$ cat src/rtl/rom_layer_sequencer_pkg.sv
// Shared types and helpers for the fully-connected layer sequencer.
package rom_layer_sequencer_pkg;

  localparam int unsigned ADDR_W = 16;
  localparam int unsigned RELU_W = 64;

  typedef enum logic [1:0] {
    IDLE,
    FETCH,
    DRAIN,
    OUT
  } seq_state_t;

  // Operates on a sign-extended copy so one helper serves any ACC_WIDTH up to 64.
  function automatic logic signed [RELU_W-1:0] relu_clamp(
    input logic signed [RELU_W-1:0] v,
    input logic                     en
  );
    return (en && v[RELU_W-1]) ? '0 : v;
  endfunction

endpackage

$ cat src/rtl/rom_layer_sequencer_if.sv
// Control, weight-ROM, activation-buffer and result-stream signals of the layer sequencer.
interface rom_layer_sequencer_if
  import rom_layer_sequencer_pkg::*;
#(
  parameter int unsigned W_WIDTH   = 8,
  parameter int unsigned A_WIDTH   = 8,
  parameter int unsigned ACC_WIDTH = 32
);

  logic                 start;
  logic                 busy;
  logic                 done;
  logic [ADDR_W-1:0]    w_addr;
  logic [W_WIDTH-1:0]   w_data;
  logic [ADDR_W-1:0]    x_addr;
  logic [A_WIDTH-1:0]   x_data;
  logic                 y_valid;
  logic                 y_ready;
  logic [ACC_WIDTH-1:0] y_data;
  logic [ADDR_W-1:0]    y_idx;

  modport master (
    input  start, w_data, x_data, y_ready,
    output busy, done, w_addr, x_addr, y_valid, y_data, y_idx
  );

  modport slave (
    output start, w_data, x_data, y_ready,
    input  busy, done, w_addr, x_addr, y_valid, y_data, y_idx
  );

endinterface

$ cat src/rtl/rom_layer_sequencer_mac.sv
// Signed multiply-accumulate: signed weight times zero-extended unsigned activation.
module mac_unit #(
  parameter int unsigned W_WIDTH   = 8,
  parameter int unsigned A_WIDTH   = 8,
  parameter int unsigned ACC_WIDTH = 32
) (
  input  logic                        clk,
  input  logic                        rst_n,
  input  logic                        clr,
  input  logic                        en,
  input  logic [W_WIDTH-1:0]          w,
  input  logic [A_WIDTH-1:0]          x,
  output logic signed [ACC_WIDTH-1:0] acc
);

  localparam int unsigned P_WIDTH = W_WIDTH + A_WIDTH + 1;

  logic signed [P_WIDTH-1:0]   w_ext;
  logic signed [P_WIDTH-1:0]   x_ext;
  logic signed [P_WIDTH-1:0]   prod;
  logic signed [ACC_WIDTH-1:0] acc_q;
  logic signed [ACC_WIDTH-1:0] acc_d;

  // acc includes the pair currently on w/x, so the final sum is visible in the drain cycle.
  always_comb begin
    w_ext = {{(A_WIDTH + 1){w[W_WIDTH-1]}}, w};
    x_ext = {{(W_WIDTH + 1){1'b0}}, x};
    prod  = w_ext * x_ext;
    acc_d = acc_q + {{(ACC_WIDTH - P_WIDTH){prod[P_WIDTH-1]}}, prod};
  end

  always_ff @(posedge clk or negedge rst_n) begin
    if (!rst_n) begin
      acc_q <= '0;
    end else if (clr) begin
      acc_q <= '0;
    end else if (en) begin
      acc_q <= acc_d;
    end
  end

  assign acc = acc_d;

endmodule

$ cat src/rtl/rom_layer_sequencer.sv
// Sequences one fully-connected layer over a 1-cycle-latency weight ROM and activation buffer.
module rom_layer_sequencer
  import rom_layer_sequencer_pkg::*;
#(
  parameter int unsigned N_IN      = 784,
  parameter int unsigned N_OUT     = 16,
  parameter int unsigned W_WIDTH   = 8,
  parameter int unsigned A_WIDTH   = 8,
  parameter int unsigned ACC_WIDTH = 32,
  parameter bit          RELU      = 1'b1
) (
  input logic                   clk,
  input logic                   rst_n,
  rom_layer_sequencer_if.master bus
);

  localparam logic [ADDR_W-1:0] LAST_I = ADDR_W'(N_IN - 1);
  localparam logic [ADDR_W-1:0] LAST_N = ADDR_W'(N_OUT - 1);
  localparam logic [ADDR_W-1:0] ONE    = ADDR_W'(1);

  seq_state_t                  state_q, state_d;
  logic [ADDR_W-1:0]           w_addr_q, w_addr_d;
  logic [ADDR_W-1:0]           x_addr_q, x_addr_d;
  logic [ADDR_W-1:0]           neuron_q, neuron_d;
  logic [ADDR_W-1:0]           y_idx_q, y_idx_d;
  logic [ACC_WIDTH-1:0]        y_data_q, y_data_d;
  logic                        busy_q, busy_d;
  logic                        done_q, done_d;
  logic                        y_valid_q, y_valid_d;
  logic                        rd_v_q;
  logic                        mac_clr;
  logic signed [ACC_WIDTH-1:0] mac_acc;

  mac_unit #(
    .W_WIDTH  (W_WIDTH),
    .A_WIDTH  (A_WIDTH),
    .ACC_WIDTH(ACC_WIDTH)
  ) u_mac (
    .clk  (clk),
    .rst_n(rst_n),
    .clr  (mac_clr),
    .en   (rd_v_q),
    .w    (bus.w_data),
    .x    (bus.x_data),
    .acc  (mac_acc)
  );

  always_comb begin
    state_d   = state_q;
    w_addr_d  = w_addr_q;
    x_addr_d  = x_addr_q;
    neuron_d  = neuron_q;
    y_idx_d   = y_idx_q;
    y_data_d  = y_data_q;
    busy_d    = busy_q;
    done_d    = 1'b0;
    y_valid_d = y_valid_q;
    mac_clr   = 1'b0;
    unique case (state_q)
      IDLE: begin
        // done_q blocks a start that coincides with the done pulse
        if (bus.start && !done_q) begin
          state_d  = FETCH;
          neuron_d = '0;
          w_addr_d = '0;
          x_addr_d = '0;
          busy_d   = 1'b1;
          mac_clr  = 1'b1;
        end
      end
      FETCH: begin
        if (x_addr_q == LAST_I) begin
          state_d = DRAIN;
        end else begin
          w_addr_d = w_addr_q + ONE;
          x_addr_d = x_addr_q + ONE;
        end
      end
      DRAIN: begin
        y_data_d  = ACC_WIDTH'(relu_clamp(RELU_W'(mac_acc), RELU));
        y_idx_d   = neuron_q;
        y_valid_d = 1'b1;
        state_d   = OUT;
      end
      OUT: begin
        if (bus.y_ready) begin
          y_valid_d = 1'b0;
          mac_clr   = 1'b1;
          if (neuron_q == LAST_N) begin
            done_d  = 1'b1;
            busy_d  = 1'b0;
            state_d = IDLE;
          end else begin
            // weight rows are contiguous, so the next row starts one past the last address
            neuron_d = neuron_q + ONE;
            w_addr_d = w_addr_q + ONE;
            x_addr_d = '0;
            state_d  = FETCH;
          end
        end
      end
      default: state_d = IDLE;
    endcase
  end

  always_ff @(posedge clk or negedge rst_n) begin
    if (!rst_n) begin
      state_q   <= IDLE;
      w_addr_q  <= '0;
      x_addr_q  <= '0;
      neuron_q  <= '0;
      y_idx_q   <= '0;
      y_data_q  <= '0;
      busy_q    <= 1'b0;
      done_q    <= 1'b0;
      y_valid_q <= 1'b0;
      rd_v_q    <= 1'b0;
    end else begin
      state_q   <= state_d;
      w_addr_q  <= w_addr_d;
      x_addr_q  <= x_addr_d;
      neuron_q  <= neuron_d;
      y_idx_q   <= y_idx_d;
      y_data_q  <= y_data_d;
      busy_q    <= busy_d;
      done_q    <= done_d;
      y_valid_q <= y_valid_d;
      rd_v_q    <= (state_q == FETCH);
    end
  end

  assign bus.busy    = busy_q;
  assign bus.done    = done_q;
  assign bus.w_addr  = w_addr_q;
  assign bus.x_addr  = x_addr_q;
  assign bus.y_valid = y_valid_q;
  assign bus.y_data  = y_data_q;
  assign bus.y_idx   = y_idx_q;

endmodule

$ cat src/flat_wrapper.sv
// flat-port wrapper written by rule: the top's interface ports become plain ports
module rom_layer_sequencer_flat import rom_layer_sequencer_pkg::*;
#(
  parameter int unsigned N_IN      = 784,
  parameter int unsigned N_OUT     = 16,
  parameter int unsigned W_WIDTH   = 8,
  parameter int unsigned A_WIDTH   = 8,
  parameter int unsigned ACC_WIDTH = 32,
  parameter bit          RELU      = 1'b1
)
  (clk, rst_n, bus_start, bus_w_data, bus_x_data, bus_y_ready, bus_busy, bus_done, bus_w_addr, bus_x_addr, bus_y_valid, bus_y_data, bus_y_idx);
  rom_layer_sequencer_if #(.W_WIDTH(W_WIDTH), .A_WIDTH(A_WIDTH), .ACC_WIDTH(ACC_WIDTH)) bus_i ();
  input logic clk;
  input logic rst_n;
  input wire logic [$bits(bus_i.start)-1:0] bus_start;
  input wire logic [$bits(bus_i.w_data)-1:0] bus_w_data;
  input wire logic [$bits(bus_i.x_data)-1:0] bus_x_data;
  input wire logic [$bits(bus_i.y_ready)-1:0] bus_y_ready;
  output wire logic [$bits(bus_i.busy)-1:0] bus_busy;
  output wire logic [$bits(bus_i.done)-1:0] bus_done;
  output wire logic [$bits(bus_i.w_addr)-1:0] bus_w_addr;
  output wire logic [$bits(bus_i.x_addr)-1:0] bus_x_addr;
  output wire logic [$bits(bus_i.y_valid)-1:0] bus_y_valid;
  output wire logic [$bits(bus_i.y_data)-1:0] bus_y_data;
  output wire logic [$bits(bus_i.y_idx)-1:0] bus_y_idx;
  assign bus_i.start = bus_start;
  assign bus_i.w_data = bus_w_data;
  assign bus_i.x_data = bus_x_data;
  assign bus_i.y_ready = bus_y_ready;
  assign bus_busy = bus_i.busy;
  assign bus_done = bus_i.done;
  assign bus_w_addr = bus_i.w_addr;
  assign bus_x_addr = bus_i.x_addr;
  assign bus_y_valid = bus_i.y_valid;
  assign bus_y_data = bus_i.y_data;
  assign bus_y_idx = bus_i.y_idx;
  rom_layer_sequencer #(.N_IN(N_IN), .N_OUT(N_OUT), .W_WIDTH(W_WIDTH), .A_WIDTH(A_WIDTH), .ACC_WIDTH(ACC_WIDTH), .RELU(RELU)) u_core (.clk(clk), .rst_n(rst_n), .bus(bus_i));
endmodule
$ cat config.mk
export PLATFORM = sky130hd
export DESIGN_NAME = rom_layer_sequencer_flat
export DESIGN_NICKNAME = d
export VERILOG_FILES = /design/src/rtl/rom_layer_sequencer_pkg.sv /design/src/rtl/rom_layer_sequencer_if.sv /design/src/rtl/rom_layer_sequencer_mac.sv /design/src/rtl/rom_layer_sequencer.sv /design/src/flat_wrapper.sv
export SDC_FILE = /design/constraint.sdc
export NUM_CORES = 1
export LEC_CHECK = 0
export ABC_AREA = 1
export CAP_MARGIN = 10
export CORE_ASPECT_RATIO = 1.1
export CORE_MARGIN = 5
export CORE_UTILIZATION = 55
export DETAILED_ROUTE_END_ITERATION = 8
export PLACE_DENSITY = 0.77
export SYNTH_ARGS = -nofsm -noshare
export SYNTH_HDL_FRONTEND = slang
export SYNTH_HIERARCHICAL = 1
export SYNTH_SLANG_ARGS = --single-unit
$ cat constraint.sdc
create_clock -name clk -period 4.75 [get_ports clk]
set_input_delay 0.475 -clock clk [delete_from_list [all_inputs] [get_ports clk]]
set_output_delay 0.475 -clock clk [all_outputs]
set_load 0.01 [all_outputs]
==> reports/results.txt <==
status: finished with violations
failing checks: design-rule violations, negative setup slack
Setup crit end kind: flip-flop
CORE AREA: 19,900 µm²
final period utilization: 119%
# setup viols final: 55
Critical Path Fanout Max: 5
Post-Route Skew: 0.0121 ns
wire per inst: 19.1 µm
Seq pwr share: 12.6%
Max stage delay on crit path: 0.51 ns
top cells by area, synth: dfrtp_1 30%, nand2_1 14%, ha_1 9.5%
commonest cells in the synthesized netlist: 425 x nand2_1, 256 x inv_1, 133 x dfrtp_1, 129 x nor2_1, 126 x nand3_1
Post-synth EDFFs: 0
Setup CP Type: primary input to flip-flop
Clock transition at path regs: 0.07 ns
GPL Wtd Cong: 0.917
CP most frequent cell: fa_1
vias per cell: 5.84
DP HPWL: 23.0 mm
Slew @ Worst Pin: 1.05 ns
fillers: 1,215
vias in the first global route: 12,400
Logic pwr share: 77.5%
Post-Syn Nets: 1,705
initial antenna violation count: 0
CTS Root Buffer Type: clkbuf_16
R2R Setup Slk: 1.84 ns
area of the multi-input gates: 8040 µm²
P&R area growth vs syn: 43.7%
cell area after synthesis: 11,100 µm²
dominant cell by count in the synthesized netlist: nand2_1
first-pass GRT wire length: 60.3 mm
htree depth: 4
unrepaired setup endpoints after global routing: yes
f_max: 177 MHz
Final Hold Viols: 0
Startpoint Class: primary input
die width: 145 µm
Max Root-Sink Buffers: 2
Nets: 1,982
CTS tree: yes
Initial Util: 55.9%
sequential element share of the synthesized area: 30.0%
Yosys top cell area share: 30.0%
drt total wl: 40.2 mm
DRC errors left: 1
I/O pins: 103
total global routing overflow: 0
Hold Crit Class: primary input to async pin
Die Height: 159 µm
asr flop ratio synth: 100%
Place WS: -1.88 ns
drt first pass iters: 8
DIE AREA: 23,100 µm²
design area: 15,900 µm²
Setup TNS: -38.26 ns
worst setup margin: -0.893 ns
global-route usage over all layers: 31.4%
Synth Instances: 1,563
biggest area consumer among synthesized cells: dfrtp_1
Initial DRC Count: 1,393
Max transition margin: 30.2%
hold-fix buffers at CTS: 0
syn avg cell area: 7.10 µm²
Cell Pwr Density: 856 nW/µm²
total CTS buffers: 17
switch share: 50.7%
post-layout minimum cycle time: 5.64 ns
Worst IR Drop VDD: 0.000816 V
share of layout cells above drive strength 1: 29.2%
Rows: 54
Cell Int Power: 6730 µW
Slowest cell on crit path: fa_1
CP arrival: 5.92 ns
Vias: 12,300
Final ANT Viol Nets: 0
Req. time, crit path: 5.03 ns
Final Max Slew Viols: 0
register area: 3330 µm²
largest net degree at the start of global routing: 104
Max Cap Viol: 0
top_reg_cell synth: dfrtp_1
final hold slack: 0.147 ns
Post-DP Area: 14,000 µm²
antenna diode count: 0
Clk network pwr share: 9.9%
CTS Sinks: 133
yosys warns: 6
synth unique cells: 44
Net Switching: 6920 µW
clk_lat worst skew: 0.44 ns
Overall Power: 13,700 µW
number of port buffers: 101
leakage power total: 0.00787 µW
Seq cells post-synth: 133
[power groups by stage]
stage	Sequential, µW	Combinational, µW	Clock [µW]
finish	1720	10600	1360
global route	1750	11100	1430
CTS	1700	9000	1370
detailed placement	1700	7320	0
global placement	1700	7170	0
floorplan	1730	4330	0
[layout by cell type, fill, tap and decap left out, types with 18 or more instances in the layout]
master	n
a21oi_1	32
a21oi_2	18
buf_4	172
buf_6	31
clkdlybuf4s50_1	84
dfrtp_1	133
fa_1	33
ha_1	56
ha_4	27
inv_1	239
inv_2	18
nand2_1	372
nand2_2	49
nand2_4	19
nand3_1	101
nand3_2	28
nand4_1	20
nor2_1	101
nor2_2	20
o21ai_0	37
o21ai_1	41
[kinds of logic after synthesis]
family                     share of synthesized area (%)
AOI/OAI and AO/OA                                   8.99
and+or+nand+nor                                     30.6
muxes                                              0.507
other                                             0.0338
DFF                                                 30.0
xor gates and xnor gates                            2.59
buffers and inverters                               11.0
adders and majority gates                           16.3
[worst max-delay path: cells and delay by family]
kind | cells | cell delay (ns)
adder cells (fa/ha/maj) | 6 | 2.48
AND/OR/NAND/NOR | 9 | 1.21
buffers and inverters | 9 | 0.84
AO/OA/AOI/OAI | 5 | 0.67
XOR/XNOR | 1 | 0.19
[area by class of cell]
class / instances / area share (%)
Multi-Input combinational cell: 1123 / 50.4
Clock buffer: 17 / 2.67
Timing Repair Buffer: 301 / 16.3
Inverter: 261 / 6.35
Timing Repair inverter: 3 / 0.306
Tap cell: 252 / 1.98
Sequential cell: 133 / 20.9
Clock inverter: 15 / 1.07
[layer usage]
layer	wire, µm	track usage [%]
met5	0	0
met1	14400	36.5
met4	3150	17.6
met2	19000	53.8
met3	3550	6.46
[metrics by stage]
step / util [%] / std cells
finish: 80.3 / 2105
global route: 80.3 / 2105
CTS: 78.2 / 2097
detailed placement: 70.3 / 2036
global placement: 70.3 / 2036
floorplan: - / 1563
[worst paths after layout]
path                       cells past startpoint                                  to                          startpoint
max in group asynchronous                      2   u_core/bus.x_addr[12]$_DFFE_PN0P_                               rst_n
hold reg to reg                                2  u_core/u_mac/acc_q[30]$_DFFE_PN0P_  u_core/u_mac/acc_q[30]$_DFFE_PN0P_
min in group clk                               2  u_core/u_mac/acc_q[30]$_DFFE_PN0P_  u_core/u_mac/acc_q[30]$_DFFE_PN0P_
hold / removal                                 1   u_core/bus.y_data[23]$_DFFE_PN0P_                               rst_n
setup / recovery                              30   u_core/bus.y_data[28]$_DFFE_PN0P_                       bus_w_data[7]
setup reg to reg                               6   u_core/bus.x_addr[11]$_DFFE_PN0P_       u_core/state_q[0]$_DFFE_PN0P_
[flip-flops by register name, indices dropped and copies added, names as in the netlist, 2 cells and up]
register	count
u_core/u_mac/acc_q	32
u_core/bus.y_data	31
u_core/bus.w_addr	16
u_core/bus.x_addr	16
u_core/bus.y_idx	16
u_core/neuron_q	16
u_core/state_q	2
[what timing repair did]
item                       4_1_cts  5_1_grt
gates cloned                     4        0
pin swaps                      114       88
setup endpoints to repair       56       55
resized for setup              230       93
setup buffers                   27       11
No activity file was read; power rests on OpenSTA's default activity.
